### src/rtl/rob_pkg.sv
// Shared types and constants for the out-of-order read responder.
// Provides the delay-mode enum, LFSR taps/step function and the per-slot
// record used to track one outstanding read request.
package rob_pkg;

  typedef enum logic {
    DELAY_BY_ID = 1'b0,
    DELAY_LFSR  = 1'b1
  } delay_mode_e;

  localparam int unsigned LFSR_W   = 8;
  localparam int unsigned SEQ_W    = 4;
  localparam int unsigned TIMER_W  = 4;
  // Widest ID a slot can hold; ID_WIDTH of the responder must not exceed it.
  localparam int unsigned MAX_ID_W = 16;

  // Fibonacci taps 8,6,5,4 expressed as bit positions 7,5,4,3.
  localparam logic [LFSR_W-1:0] LFSR_TAPS = 8'b1011_1000;

  typedef struct packed {
    logic                valid;
    logic [MAX_ID_W-1:0] id;
    logic [SEQ_W-1:0]    seq;
    logic [TIMER_W-1:0]  timer;
  } slot_t;

  // One LFSR step: shift left, feedback is XOR of tapped bits.
  function automatic logic [LFSR_W-1:0] lfsr_next(input logic [LFSR_W-1:0] s);
    return {s[LFSR_W-2:0], ^(s & LFSR_TAPS)};
  endfunction

endpackage

### src/rtl/prio_pick.sv
// Lowest-index priority picker.
// Ports:
//   req_i - request vector, one bit per slot
//   gnt_o - one-hot grant of the lowest set request bit (zero if none)
//   any_o - high when any request bit is set
module prio_pick #(
  parameter int unsigned N = 4
) (
  input  logic [N-1:0] req_i,
  output logic [N-1:0] gnt_o,
  output logic         any_o
);

  // x & -x isolates the lowest set bit.
  assign gnt_o = req_i & (~req_i + N'(1));
  assign any_o = |req_i;

endmodule

### src/rtl/ooo_read_responder.sv
// Out-of-order AXI-style read responder.
// Accepts AR requests into a small slot pool, gives each a per-slot delay
// (from the ID or an LFSR), and returns R beats from the lowest-index slot
// whose delay has expired, through a single registered output stage.
// Ports:
//   clk, rst          - clock, synchronous active-high reset
//   s_arid_i          - read address ID
//   s_arvalid_i/_o    - AR handshake (s_arready_o high while a slot is free)
//   s_rdata_o         - {stored ID, accept sequence number}, zero-extended
//   s_rid_o           - response ID
//   s_rvalid_o/_i     - R handshake (s_rready_i from the master)
module ooo_read_responder
  import rob_pkg::*;
#(
  parameter int unsigned       DATA_WIDTH = 8,
  parameter int unsigned       ID_WIDTH   = 4,
  parameter int unsigned       SLOTS      = 4,
  parameter int unsigned       DELAY_MODE = 0,
  parameter logic [LFSR_W-1:0] LFSR_SEED  = 8'hA5
) (
  input  logic                  clk,
  input  logic                  rst,
  input  logic [ID_WIDTH-1:0]   s_arid_i,
  input  logic                  s_arvalid_i,
  output logic                  s_arready_o,
  output logic [DATA_WIDTH-1:0] s_rdata_o,
  output logic [ID_WIDTH-1:0]   s_rid_o,
  output logic                  s_rvalid_o,
  input  logic                  s_rready_i
);

  localparam bit USE_LFSR = (DELAY_MODE == 32'(DELAY_LFSR));

  slot_t                 slot_q [SLOTS];
  slot_t                 slot_d [SLOTS];
  logic [SEQ_W-1:0]      seq_q,    seq_d;
  logic [LFSR_W-1:0]     lfsr_q,   lfsr_d;
  logic                  rvalid_q, rvalid_d;
  logic [ID_WIDTH-1:0]   rid_q,    rid_d;
  logic [DATA_WIDTH-1:0] rdata_q,  rdata_d;

  logic [SLOTS-1:0]      free_req,  free_gnt;
  logic [SLOTS-1:0]      elig_req,  elig_gnt;
  logic                  free_any,  elig_any;

  logic                  ar_fire;
  logic                  out_load;
  logic [TIMER_W-1:0]    new_delay;
  logic [MAX_ID_W-1:0]   sel_id;
  logic [SEQ_W-1:0]      sel_seq;

  // Slot status vectors feeding the two pickers.
  always_comb begin
    free_req = '0;
    elig_req = '0;
    for (int i = 0; i < SLOTS; i++) begin
      free_req[i] = ~slot_q[i].valid;
      elig_req[i] = slot_q[i].valid && (slot_q[i].timer == '0);
    end
  end

  prio_pick #(.N(SLOTS)) u_free_pick (
    .req_i (free_req),
    .gnt_o (free_gnt),
    .any_o (free_any)
  );

  prio_pick #(.N(SLOTS)) u_elig_pick (
    .req_i (elig_req),
    .gnt_o (elig_gnt),
    .any_o (elig_any)
  );

  // Next-state logic for slots, counters and the R output stage.
  always_comb begin
    slot_d    = slot_q;
    seq_d     = seq_q;
    lfsr_d    = lfsr_q;
    rvalid_d  = rvalid_q;
    rid_d     = rid_q;
    rdata_d   = rdata_q;
    sel_id    = '0;
    sel_seq   = '0;

    ar_fire   = s_arvalid_i && free_any;
    out_load  = elig_any && (!rvalid_q || s_rready_i);
    new_delay = USE_LFSR ? (TIMER_W'(lfsr_q[2:0]) + TIMER_W'(1))
                         : (TIMER_W'(s_arid_i[2:0]) + TIMER_W'(1));

    // Grant is one-hot, so OR-reduction acts as the mux.
    for (int i = 0; i < SLOTS; i++) begin
      if (elig_gnt[i]) begin
        sel_id  = sel_id  | slot_q[i].id;
        sel_seq = sel_seq | slot_q[i].seq;
      end
    end

    // Freeing and filling never target the same slot: one picks valid,
    // the other picks invalid entries.
    for (int i = 0; i < SLOTS; i++) begin
      if (slot_q[i].timer != '0) begin
        slot_d[i].timer = slot_q[i].timer - TIMER_W'(1);
      end
      if (out_load && elig_gnt[i]) begin
        slot_d[i].valid = 1'b0;
      end
      if (ar_fire && free_gnt[i]) begin
        slot_d[i].valid = 1'b1;
        slot_d[i].id    = MAX_ID_W'(s_arid_i);
        slot_d[i].seq   = seq_q;
        slot_d[i].timer = new_delay;
      end
    end

    if (ar_fire) begin
      seq_d  = seq_q + SEQ_W'(1);
      lfsr_d = lfsr_next(lfsr_q);
    end

    if (out_load) begin
      rvalid_d = 1'b1;
      rid_d    = ID_WIDTH'(sel_id);
      rdata_d  = DATA_WIDTH'({ID_WIDTH'(sel_id), sel_seq});
    end else if (s_rready_i) begin
      rvalid_d = 1'b0;
    end
  end

  // State registers.
  always_ff @(posedge clk) begin
    if (rst) begin
      for (int i = 0; i < SLOTS; i++) begin
        slot_q[i] <= '0;
      end
      seq_q    <= '0;
      lfsr_q   <= LFSR_SEED;
      rvalid_q <= 1'b0;
      rid_q    <= '0;
      rdata_q  <= '0;
    end else begin
      for (int i = 0; i < SLOTS; i++) begin
        slot_q[i] <= slot_d[i];
      end
      seq_q    <= seq_d;
      lfsr_q   <= lfsr_d;
      rvalid_q <= rvalid_d;
      rid_q    <= rid_d;
      rdata_q  <= rdata_d;
    end
  end

  // Ready depends only on slot valid flops, so it never combinationally
  // follows s_arvalid_i.
  assign s_arready_o = free_any;
  assign s_rvalid_o  = rvalid_q;
  assign s_rid_o     = rid_q;
  assign s_rdata_o   = rdata_q;

endmodule

### config.mk
export PLATFORM = sky130hd
export DESIGN_NAME = ooo_read_responder
export DESIGN_NICKNAME = d
export VERILOG_FILES = /design/src/rtl/rob_pkg.sv /design/src/rtl/prio_pick.sv /design/src/rtl/ooo_read_responder.sv
export SDC_FILE = /design/constraint.sdc
export NUM_CORES = 1
export LEC_CHECK = 0
export ABC_CLOCK_PERIOD_IN_PS = 2300
export CELL_PAD_IN_SITES_DETAIL_PLACEMENT = 1
export CELL_PAD_IN_SITES_GLOBAL_PLACEMENT = 2
export CORE_UTILIZATION = 30
export DETAILED_ROUTE_END_ITERATION = 16
export MAX_ROUTING_LAYER = met4
export PLACE_DENSITY_LB_ADDON = 0.1
export SLEW_MARGIN = 20
export SYNTH_ARGS = -nofsm -noshare
export SYNTH_HDL_FRONTEND = slang
export SYNTH_SLANG_ARGS = --single-unit
### constraint.sdc
create_clock -name clk -period 2.3 [get_ports clk]
set_input_delay 0.345 -clock clk [delete_from_list [all_inputs] [get_ports clk]]
set_output_delay 0.345 -clock clk [all_outputs]
set_load 0.01 [all_outputs]
== After elaboration in Yosys (flattened, before gate mapping) ==
Index checks and enable logic that the tools add are counted.
Cells by class
  bitwise logic cells: 14
  reductions and logical operators: 35
  $add $sub $neg: 8
  multiplexer cells: 22
Operators with widths (count)
  2-to-1 mux 25 bit: 4
  2-to-1 mux 4 bit: 12
  bitwise OR 4 bit: 6
  nonzero test 2 bit: 9
  logical NOT 4 bit: 4
  nonzero test 4 bit: 4
  subtractor 4 x 1 -> 4 bit (second input constant): 4
  logical AND 1 bit: 14
  adder 4 x 1 -> 4 bit (second input constant): 3
  bitwise AND 4 bit: 2
  NOT 4 bit: 2
  OR reduction 4 bit: 2
  2-to-1 mux 1 bit: 6
  adder 3 x 1 -> 4 bit (second input constant): 1
  NOT 1 bit: 4
  logical NOT 1 bit: 1
  logical OR 1 bit: 1
Storage, ports and cells
  bits in registers: 69
  output and inout port bits: 14

== Logic depth before layout (Yosys ltp) ==
  word-level depth: 12
  mapped depth: 8

== Modules after synthesis ==
A second synthesis with hierarchy kept.
Second synthesis, totals
  cell total of the unflattened synthesis: 369
  area, all modules: 3065.4 µm²
Modules (own cells, without submodules)
  ooo_read_responder: area an instance 2990.4 µm², cells an instance 359, instances 1
  prio_pick: area an instance 37.5 µm², cells an instance 5, instances 2

== Worst setup path before layout ==
No wires, ideal clock.
  path kind: reg2reg
  start point: reg slot_q[75] (netlist bit)
  end point: reg slot_q[24] (netlist bit)
  arrival: 1633 ps
  path buffers: 1
  setup slack: 535 ps
  required time: 2168 ps
  period minus slack after synthesis: 1765 ps
  cell stages (with the launch flop): 8
  cells stage by stage: dfxtp_1 inv_1 ha_1 and4bb_2 buf_2 or4_1 o21ai_1 a21oi_1
On the way
  cells in the longest elaborated chain, start to end: 7
  elaborated cells between the ends (all ways): 9
  those cells by class: 1 x add/sub; 2 x bitwise; 6 x reduce/logical
RTL lines
  from (decl): line ooo_read_responder.sv:34  | slot_t slot_q [SLOTS];
  from (signal, indexed assignment): line ooo_read_responder.sv:142  | slot_q[i] <= slot_d[i];
  logical NOT 4 bit *: line ooo_read_responder.sv:58  | elig_req[i] = slot_q[i].valid && (slot_q[i].timer == '0);
  logical AND 1 bit *: line ooo_read_responder.sv:58
  NOT 4 bit: line prio_pick.sv:15  | assign gnt_o = req_i & (~req_i + N'(1));
  adder 4 x 1 -> 4 bit: line prio_pick.sv:15
  bitwise AND 4 bit: line prio_pick.sv:15
  logical AND 1 bit *: line ooo_read_responder.sv:104  | if (out_load && elig_gnt[i]) begin
  nonzero test 2 bit (no source line) *
Every way passes the cells marked *; elsewhere a longest branch is shown, timed or not.
A chain may end at the register's enable or synchronous reset.

== Worst setup path in the final report ==
  start point: reg slot_q[99] (netlist bit)
  end point: out s_arready_o
On the way
  cells in the longest elaborated chain, start to end: 2
RTL lines
  NOT 1 bit: line ooo_read_responder.sv:57  | free_req[i] = ~slot_q[i].valid;
  OR reduction 4 bit: line prio_pick.sv:16  | assign any_o = |req_i;
  to (decl): line ooo_read_responder.sv:25  | output logic s_arready_o,
No other way between the ends.

==> results.json <==
{
  "port_buffers": 21,
  "clk_pin_slew_ns": 0.08,
  "dr.pass1.iters": 4,
  "grt_pass1_wl_microns": 13900,
  "slowest_stage": "clkdlybuf4s50_1",
  "cts_tree": "done",
  "syn-num-nets": 393,
  "worstHoldPathType": "reg -> reg",
  "mostFrequentLayoutCells": "87 x nand2_1, 65 x dfxtp_1, 61 x a21oi_1",
  "synth-seq-cells": 65,
  "setup_viol": 0,
  "ys_warn_count": 0,
  "cts_hold_buf": 0,
  "wl_microns": 8820,
  "grt_usage_pct": 18.6,
  "cp.arrival_ns": 1.71,
  "hold_start": "slot_q[8]$_SDFFE_PP0P_",
  "grt_overflow": 0,
  "die_x_microns": 103,
  "synth_edf_count": 0,
  "p_seq_share_pct": 38.4,
  "reg2reg_slack_ns": 0.33,
  "report.final.slew_viol_count": 0,
  "hold_viol_final": 0,
  "ir_drop_v": 0.000365,
  "crit_chain": "nand4_1 > clkdlybuf4s50_1",
  "rr_endpoint": "s_rdata_o[3]$_SDFFE_PP0P_",
  "core.rowCount": 36,
  "synth.avg_cell_area_sq_um": 8.23,
  "areaGrowthSynthToFinish_pct": 18.3,
  "dpl.hpwl_microns": 6280,
  "fin_nets": 411,
  "drc": 0,
  "rsz0062_at_grt": "false",
  "cts_htree_levels": 3,
  "async_flop_share_pct": 0,
  "cts_made_buffers": 9,
  "max-slew-margin-rel_pct": 54.1,
  "wl_per_cell_microns": 16.6,
  "netSwitchingFraction_pct": 32.5,
  "synth_area_sq_um": 3090,
  "mostFrequentLayoutCell": "nand2_1",
  "num_vias": 2601,
  "r2r_start": "slot_q[50]$_SDFFE_PP0P_",
  "critPathRequiredTime_ns": 1.96,
  "max_freq_mhz": 487,
  "num_io_pins": 22,
  "ctsResizeCount": 0,
  "p_total_mw": 3.67,
  "min_period_over_period_pct": 89.3,
  "grt_pass1_vias": 2501,
  "antenna_found_initial": 0,
  "crit_type": "reg -> out",
  "grt_max_degree": 27,
  "cts-root-buf": "clkbuf_8",
  "clkSinkCount": 65,
  "core_sq_um": 9860,
  "tightest_slew_ns": 0.688,
  "power_switching_mw": 1.19,
  "timing.max_cap.violations": 0,
  "diodes": 0,
  "tns_ns": 0,
  "ys_seq_area_share_pct": 42.1,
  "fin_crit_ns": 2.05,
  "die_y_microns": 103,
  "fp.dieArea_sq_um": 10700,
  "cts_buffer_depth": 2,
  "status": "finished clean",
  "syn_inst": 375,
  "skew_ns": 0.00991,
  "post-cts-setup-buffers": 0,
  "p_leak_nw": 1.27,
  "crit_end": "s_arready_o",
  "drive_gt1_share_pct": 11.6,
  "clock_latency_ns": 0.35,
  "worstSetupStartpointType": "flop",
  "r2r_cells": 6,
  "initial_core_util_pct": 31.3,
  "critical-path-max-stage-delay_ns": 0.57,
  "synthDistinctLibCells": 42,
  "combPwrFrac_pct": 31.2,
  "clock_power_share_pct": 30.4,
  "cp_max_fo": 9,
  "power_density_nw_per_um2": 1010,
  "first_iter_violations": 82,
  "place_congestion": 0.769,
  "vias_per_cell": 4.90,
  "startpoint": "slot_q[99]$_SDFFE_PP0P_",
  "endpoint_kind": "primary output",
  "detail-route-antenna-nets": 0,
  "p_int_mw": 2.48,
  "synthFlopType": "dfxtp_1"
}
-- cells in the mapped netlist, types with 4 or more instances --
cell / count / area [sq um]
o2bb2ai_1: 8 / 70.1
a21oi_1: 61 / 305
buf_4: 4 / 30.0
xnor2_1: 5 / 43.8
or3_1: 6 / 37.5
a211oi_1: 4 / 30.0
xor2_1: 7 / 61.3
dfxtp_1: 65 / 1300
a311oi_1: 6 / 52.6
inv_1: 8 / 30.0
nand3_1: 14 / 70.1
buf_6: 4 / 45.0
clkbuf_1: 16 / 60.1
nand2_1: 87 / 327
nor3_1: 6 / 30.0
ha_1: 10 / 125
nor2_1: 23 / 86.3
buf_2: 5 / 25.0
-- metal layers --
metal | up-vias | wire length [microns] | GRT usage [%]
li1 | 1330 | - | -
met1 | 1223 | 4730 | 26.1
met2 | 39 | 3760 | 26.7
met3 | 9 | 217 | 3.23
met4 | 0 | 106 | 6.50
met5 | - | 0 | -
-- power by group through the flow --
stage | Clock (mW) | Combinational [mW] | Sequential, mW
2_1_floorplan | 0 | 0.864 | 1.41
3_3_place_gp | 0 | 1.13 | 1.43
3_5_place_dp | 0 | 1.15 | 1.44
4_1_cts | 1.16 | 1.16 | 1.41
5_1_grt | 1.21 | 1.28 | 1.43
6_report | 1.12 | 1.15 | 1.41
-- critical path, delay by kind of cell (launching register included) --
family | cells | cell delay, ns
buffers and inverters | 1 | 0.57
DFF | 1 | 0.50
and+or+nand+nor | 1 | 0.30
-- final cells by class --
type | instances | area, sq um
Inverter | 8 | 30.0
Multi-Input combinational cell | 273 | 1600
Fill cell | 1188 | 6210
Clock inverter | 6 | 90.1
Clock buffer | 10 | 138
Sequential cell | 65 | 1300
Timing Repair Buffer | 36 | 330
Tap cell | 133 | 166
-- worst min path at each step --
stage,endpoint,depth (start not counted)
6_report,slot_q[8]$_SDFFE_PP0P_,2
5_1_grt,slot_q[36]$_SDFFE_PP0P_,2
4_1_cts,slot_q[8]$_SDFFE_PP0P_,2
3_5_place_dp,slot_q[8]$_SDFFE_PP0P_,2
3_3_place_gp,slot_q[59]$_SDFFE_PP0P_,2
2_1_floorplan,slot_q[83]$_SDFFE_PP0P_,2
-- logic make-up (layout without fill, tap and decap cells) --
kind of cell / count (synthesis) / count (layout) / share of synthesized area, %
AND/OR/NAND/NOR: 160 / 160 / 25.4
AO/OA/AOI/OAI: 89 / 89 / 18.2
flip-flops: 65 / 65 / 42.1
buffers and inverters: 37 / 60 / 6.16
XOR/XNOR: 12 / 12 / 3.40
adder cells (fa/ha/maj): 10 / 10 / 4.05
multiplexers: 2 / 2 / 0.648
-- metrics by stage --
| stage | hold slack [ns] | worst slack (ns) | cell area (sq um) | instances | util [%] |
|---|---|---|---|---|---|
| finish | 0.458 | 0.246 | 3650 | 531 | 37.0 |
| global placement | 0.444 | 0.335 | 3420 | 515 | 34.7 |
| floorplan | 0.436 | 0.535 | 3090 | 375 | - |
| global route | 0.480 | 0.145 | 3650 | 531 | 37.0 |
| detailed placement | 0.449 | 0.307 | 3420 | 515 | 34.7 |
| CTS | 0.461 | 0.223 | 3650 | 531 | 37.0 |
-- state kept, by name (all words and copies together) (netlist names) --
name        count
s_rdata_o       4
s_rid_o         4
s_rvalid_o      1
seq_q           4
slot_q         52
Power figures use the tool's default switching activity.
